## config.mk

```make
export PLATFORM = sky130hd
export DESIGN_NAME = alu_share_arbiter
export DESIGN_NICKNAME = d
export VERILOG_FILES = /design/src/rtl/alu_pkg.sv /design/src/rtl/alu_64bit.sv /design/src/rtl/rr_arbiter.sv /design/src/rtl/alu_share_arbiter.sv
export SDC_FILE = /design/constraint.sdc
export NUM_CORES = 1
export LEC_CHECK = 0
export ABC_AREA = 1
export CORE_AREA = 2 2 234 236
export DETAILED_ROUTE_END_ITERATION = 10
export DIE_AREA = 0 0 236 238
export DONT_BUFFER_PORTS = 1
export SYNTH_ARGS = -nofsm -noshare
export SYNTH_HDL_FRONTEND = slang
export SYNTH_SLANG_ARGS = --single-unit
```

## constraint.sdc

```tcl
create_clock -name clk -period 85.1 [get_ports clk]
set_clock_uncertainty 0.1 [all_clocks]
set_input_delay 12.765 -clock clk [delete_from_list [all_inputs] [get_ports clk]]
set_output_delay 12.765 -clock clk [all_outputs]
set_load 0.02 [all_outputs]
```

## src/rtl/alu_pkg.sv

```systemverilog
// alu_pkg: op codes, flag bit positions, response-buffer state type and the
// op-code legality check shared by the ALU, the arbiter and the bench.
package alu_pkg;

   localparam logic [2:0] ALU_PASSB = 3'b000;
   localparam logic [2:0] ALU_ADD   = 3'b010;
   localparam logic [2:0] ALU_SUB   = 3'b011;
   localparam logic [2:0] ALU_AND   = 3'b100;
   localparam logic [2:0] ALU_OR    = 3'b101;
   localparam logic [2:0] ALU_XOR   = 3'b110;

   localparam int FLAG_N = 3;
   localparam int FLAG_Z = 2;
   localparam int FLAG_V = 1;
   localparam int FLAG_C = 0;

   typedef enum logic {
      RSP_EMPTY = 1'b0,
      RSP_FULL  = 1'b1
   } rsp_state_e;

   // 001 and 111 are unassigned encodings.
   function automatic logic op_legal(input logic [2:0] cntrl);
      return (cntrl != 3'b001) && (cntrl != 3'b111);
   endfunction

endpackage

```

## src/rtl/alu_64bit.sv

```systemverilog
// alu_64bit: combinational 64-bit ripple-carry ALU.
//   a, b    : operands
//   cntrl   : op code (alu_pkg ALU_*)
//   result  : op result (0 for illegal codes)
//   flags   : {negative, zero, overflow, carry_out}
module alu_64bit
   import alu_pkg::*;
(
   input  logic [63:0] a,
   input  logic [63:0] b,
   input  logic [2:0]  cntrl,
   output logic [63:0] result,
   output logic [3:0]  flags
);

   logic [63:0] bx;
   logic [63:0] sum;
   logic        c;
   logic        c_msb;
   logic        sub;

   // One adder serves ADD and SUB (A + ~B + 1). Carry/overflow always come
   // from this adder, so for logic ops they are the raw adder values.
   // Carry is not inverted for SUB: carry_out=1 means no borrow.
   always_comb begin
      sub   = (cntrl == ALU_SUB);
      bx    = sub ? ~b : b;
      sum   = '0;
      c     = sub;
      c_msb = 1'b0;
      for (int i = 0; i < 64; i++) begin
         if (i == 63) c_msb = c;
         sum[i] = a[i] ^ bx[i] ^ c;
         c      = (a[i] & bx[i]) | (c & (a[i] ^ bx[i]));
      end
   end

   always_comb begin
      case (cntrl)
         ALU_PASSB:        result = b;
         ALU_ADD, ALU_SUB: result = sum;
         ALU_AND:          result = a & b;
         ALU_OR:           result = a | b;
         ALU_XOR:          result = a ^ b;
         default:          result = '0;
      endcase
      flags         = '0;
      flags[FLAG_N] = result[63];
      flags[FLAG_Z] = (result == '0);
      flags[FLAG_V] = c_msb ^ c;
      flags[FLAG_C] = c;
   end

endmodule

```

## src/rtl/rr_arbiter.sv

```systemverilog
// rr_arbiter: round-robin one-hot arbiter with its own priority pointer.
//   clk, reset : clock, synchronous active-high reset
//   req_valid  : per-requester request
//   en         : grant allowed this cycle
//   gnt        : one-hot grant (combinational)
//   gnt_idx    : index of granted requester
//   gnt_any    : a grant is issued
module rr_arbiter #(
   parameter int NREQ = 4,
   parameter int IDW  = $clog2(NREQ)
) (
   input  logic            clk,
   input  logic            reset,
   input  logic [NREQ-1:0] req_valid,
   input  logic            en,
   output logic [NREQ-1:0] gnt,
   output logic [IDW-1:0]  gnt_idx,
   output logic            gnt_any
);

   logic [IDW-1:0] ptr_q, ptr_d;
   int             idx;

   // Search ptr, ptr+1, ... wrapping; first valid wins. Reset blocks grants
   // so nothing is accepted in the reset cycle.
   always_comb begin
      gnt     = '0;
      gnt_idx = '0;
      gnt_any = 1'b0;
      idx     = 0;
      if (en && !reset) begin
         for (int k = 0; k < NREQ; k++) begin
            idx = (int'(ptr_q) + k) % NREQ;
            if (!gnt_any && req_valid[idx]) begin
               gnt_any = 1'b1;
               gnt_idx = IDW'(idx);
            end
         end
      end
      if (gnt_any) gnt[gnt_idx] = 1'b1;
   end

   always_comb begin
      ptr_d = ptr_q;
      if (gnt_any)
         ptr_d = (gnt_idx == IDW'(NREQ - 1)) ? '0 : gnt_idx + 1'b1;
   end

   always_ff @(posedge clk) begin
      if (reset) ptr_q <= '0;
      else       ptr_q <= ptr_d;
   end

endmodule

```

## src/rtl/alu_share_arbiter.sv

```systemverilog
// alu_share_arbiter: shares one alu_64bit among NREQ requesters.
//   req_valid/req_ready : per-requester handshake, req_ready one-hot, comb
//   req_a/req_b         : 64-bit operands, requester i at [64*i +: 64]
//   req_cntrl           : op code, requester i at [3*i +: 3]
//   rsp_valid/rsp_ready : one-entry registered response buffer handshake
//   rsp_id              : owner of the buffered response
//   rsp_result/rsp_flags: ALU result and {N,Z,V,C}
//   rsp_err             : accepted op code was illegal
module alu_share_arbiter
   import alu_pkg::*;
#(
   parameter int NREQ = 4,
   parameter int IDW  = $clog2(NREQ)
) (
   input  logic               clk,
   input  logic               reset,
   input  logic [NREQ-1:0]    req_valid,
   input  logic [NREQ*64-1:0] req_a,
   input  logic [NREQ*64-1:0] req_b,
   input  logic [NREQ*3-1:0]  req_cntrl,
   output logic [NREQ-1:0]    req_ready,
   output logic               rsp_valid,
   input  logic               rsp_ready,
   output logic [IDW-1:0]     rsp_id,
   output logic [63:0]        rsp_result,
   output logic [3:0]         rsp_flags,
   output logic               rsp_err
);

   rsp_state_e     state_q, state_d;
   logic [IDW-1:0] rsp_id_q, rsp_id_d;
   logic [63:0]    rsp_result_q, rsp_result_d;
   logic [3:0]     rsp_flags_q, rsp_flags_d;
   logic           rsp_err_q, rsp_err_d;

   logic           can_issue;
   logic [IDW-1:0] gnt_idx;
   logic           gnt_any;
   logic [63:0]    alu_a, alu_b, alu_res;
   logic [2:0]     alu_cntrl;
   logic [3:0]     alu_flags;

   // A full buffer being popped this cycle can be refilled in the same edge.
   assign can_issue = (state_q == RSP_EMPTY) || rsp_ready;

   rr_arbiter #(.NREQ(NREQ), .IDW(IDW)) u_arb (
      .clk       (clk),
      .reset     (reset),
      .req_valid (req_valid),
      .en        (can_issue),
      .gnt       (req_ready),
      .gnt_idx   (gnt_idx),
      .gnt_any   (gnt_any)
   );

   // Idle ALU sees zeros so it does not toggle on unselected requesters.
   always_comb begin
      alu_a     = '0;
      alu_b     = '0;
      alu_cntrl = ALU_PASSB;
      if (gnt_any) begin
         alu_a     = req_a[64*int'(gnt_idx) +: 64];
         alu_b     = req_b[64*int'(gnt_idx) +: 64];
         alu_cntrl = req_cntrl[3*int'(gnt_idx) +: 3];
      end
   end

   alu_64bit u_alu (
      .a      (alu_a),
      .b      (alu_b),
      .cntrl  (alu_cntrl),
      .result (alu_res),
      .flags  (alu_flags)
   );

   always_comb begin
      state_d      = state_q;
      rsp_id_d     = rsp_id_q;
      rsp_result_d = rsp_result_q;
      rsp_flags_d  = rsp_flags_q;
      rsp_err_d    = rsp_err_q;
      if (gnt_any) begin
         state_d  = RSP_FULL;
         rsp_id_d = gnt_idx;
         if (op_legal(alu_cntrl)) begin
            rsp_result_d = alu_res;
            rsp_flags_d  = alu_flags;
            rsp_err_d    = 1'b0;
         end else begin
            rsp_result_d = '0;
            rsp_flags_d  = '0;
            rsp_err_d    = 1'b1;
         end
      end else if (state_q == RSP_FULL && rsp_ready) begin
         // Pop only: payload holds, just mark empty.
         state_d = RSP_EMPTY;
      end
   end

   always_ff @(posedge clk) begin
      if (reset) begin
         state_q      <= RSP_EMPTY;
         rsp_id_q     <= '0;
         rsp_result_q <= '0;
         rsp_flags_q  <= '0;
         rsp_err_q    <= 1'b0;
      end else begin
         state_q      <= state_d;
         rsp_id_q     <= rsp_id_d;
         rsp_result_q <= rsp_result_d;
         rsp_flags_q  <= rsp_flags_d;
         rsp_err_q    <= rsp_err_d;
      end
   end

   assign rsp_valid  = (state_q == RSP_FULL);
   assign rsp_id     = rsp_id_q;
   assign rsp_result = rsp_result_q;
   assign rsp_flags  = rsp_flags_q;
   assign rsp_err    = rsp_err_q;

endmodule

```

==> impl_metrics.ini <==
[status]
status = complete, no violations

[logic_synthesis]
syn_area_per_cell_um2 = 5.69
synthArstFlopShare_pct = 0
synth.area.top_cells = nand2_1, ha_1, dfxtp_1, nand3_1, inv_1
ys_warn_count = 0
ys_seq_elements = 73
synth-edff-count = 0
synth_ff_type = dfxtp_1
synthDistinctLibCells = 37
syn_inst = 2648
synth_area_mm2 = 0.0151
synthTopCellsByCount = nand2_1, inv_1, nand3_1
synth_nets = 3374
synth_top_cell_by_area = nand2_1
yosys.cell_count.top_type = nand2_1
yosysTopAreaCellShare_pct = 26.0
yosysSeqAreaShare_pct = 9.70

[placed_design]
hpwl_um = 55300
gp_congestion = 0.927
portBuffers = 0

[setup_path]
reg2reg_from = u_arb.ptr_q[0]
slowest_stage = fa_1
reg2reg_to = rsp_flags[2]
startpoint_type = input pin
rr_worst_depth = 92
crit_type = in -> reg
crit_top_cell = fa_1
crit_path_start = req_valid[1]
critPathCapture = rsp_flags[2]
rrSetupSlack_ns = 51.28
max_stage_delay_ns = 0.50
cp.arrival_ns = 45.67
crit_fanout = 78
critPathCaptureType = flop
crit_required_ns = 85.25

[floorplan]
die_h_um = 238
io-pin-count = 607
core_mm2 = 0.0535
die_w_um = 236
rows = 85
die-area_mm2 = 0.0562
initial_core_util_pct = 28.2

[layout]
nNetsFinal = 3236
fillerInstances = 6173
layout-drive-gt1-share_pct = 3.66
multi_input_area_mm2 = 0.0115
seq_area_mm2 = 0.00146
final_util_pct = 29.1
syn_to_final_growth_pct = 3.35

[route]
viasPerCell = 5.11
drt_iter0_drc = 1425
drt.antenna.violating_nets = 0
drc_errors = 0
num_vias = 16400
wl_per_cell_um = 21.3
firstDrtPassIters = 5
totalWireLength_um = 68400

[cts]
cts-root-buf = clkbuf_16
cts.clk_slew.worst_paths_ns = 0.06
ctsHoldBuffers = 0
insertion_delay_ns = 0.35
clock_sinks = 73
cts_setup_buffers = 0
cts_made_buffers = 9
htree_levels = 3
cts_tree = yes
post_cts_resized = 0
clockBufferDepth = 2

[pwr]
powerDensity_mw_per_mm2 = 35.6
leakage_uw = 0.00823
vdd_ir_drop_max_uv = 16.4
power.total_uw = 554

[timing]
holdWs_ns = 0.480
grt_setup_unrepaired = no
setup_viol = 0
slew_headroom_pct = 23.4
period_share_pct = 53.5
setup-tns-final_ns = 0
period_needed_ns = 45.52
fmax_mhz = 22.0
worst_slew_pin_slew_ns = 1.14
finalHoldViolCount = 0
drv_slew = 0

[hold_path]
min_from = rsp_id[1]
hold_path.class = reg -> reg
hold_depth = 2

[global_routing]
gr-usage-all-layers_pct = 23.8
grt_pass1_vias = 15500
grt_max_degree = 130
grt_first_pass_wirelength_um = 100000
overflow = 0
antenna_found_initial = 9

[flow_run]
drv_cap = 0
## how the worst min path moves through the flow
stage | slack (ns) | end
3_5_place_dp | 0.47 | rsp_id[1]
6_report | 0.48 | rsp_id[1]
5_1_grt | 0.51 | rsp_id[0]
4_1_cts | 0.48 | rsp_id[1]
2_1_floorplan | 0.44 | u_arb.ptr_q[1]
3_3_place_gp | 0.48 | rsp_id[1]
## routing by layer
layer	up-vias	GRT usage, %	share of wire, %
met2	706	41.0	48
li1	7905	-	-
met4	10	8.76	3.7
met5	-	0	0.094
met3	102	5.39	7.9
met1	7685	28.8	40
## final cells by class
cell class	count	share of cell area, %
Timing Repair Buffer	18	0.948
Inverter	352	8.58
Tap cell	696	5.59
Antenna cell	3	0.0482
Multi-Input combinational cell	2056	73.5
Clock buffer	11	1.56
Clock inverter	5	0.353
Sequential cell	73	9.38
## metrics by stage
stage | instances | cell area (um^2) | setup slack (ns)
2_1_floorplan | 2648 | 15100 | 41.29
3_3_place_gp | 3195 | 15300 | 39.37
3_5_place_dp | 3195 | 15300 | 39.14
4_1_cts | 3211 | 15600 | 39.42
5_1_grt | 3212 | 15600 | 38.02
6_report | 3214 | 15600 | 39.58
## report_power, final
group | switching (uW) | internal (uW) | total, uW
logic | 308 | 123 | 431
registers | 34.6 | 49.4 | 84.0
clock network | 15.3 | 23.4 | 38.7
## worst max-delay path: cells and delay by family
kind | cells | cell delay, ns
adder cells (fa/ha/maj) | 63 | 28.84
buffers and inverters | 4 | 0.42
AND/OR/NAND/NOR | 23 | 3.33
XOR/XNOR | 1 | 0.26
## state kept, by name, indices dropped and copies added, names as in the netlist
signal / cells
rsp_id: 2
u_arb.ptr_q: 2
rsp_valid: 1
rsp_err: 1
rsp_flags: 3
rsp_result: 64
## kinds of logic (layout without fill, tap and decap cells)
kind of cell,Yosys count,in the layout,synth area share (%)
simple gates,1616,1616,46.1
buf+inv,519,386,14.5
fa+ha+maj,195,195,19.3
compound gates,181,181,6.63
flops,73,73,9.70
xor+xnor,64,64,3.72
other cells,0,3,0
## layout by cell type, fill, tap and decap left out, types with 17 or more instances in the layout
cell type,n
a21oi_1,49
a31oi_1,62
and3_1,28
buf_4,17
dfxtp_1,73
fa_1,63
ha_1,132
inv_1,338
nand2_1,1042
nand3_1,258
nand4_1,48
nor2_1,175
o21ai_0,53
xor2_1,50
(Power assumes the default switching activity.)
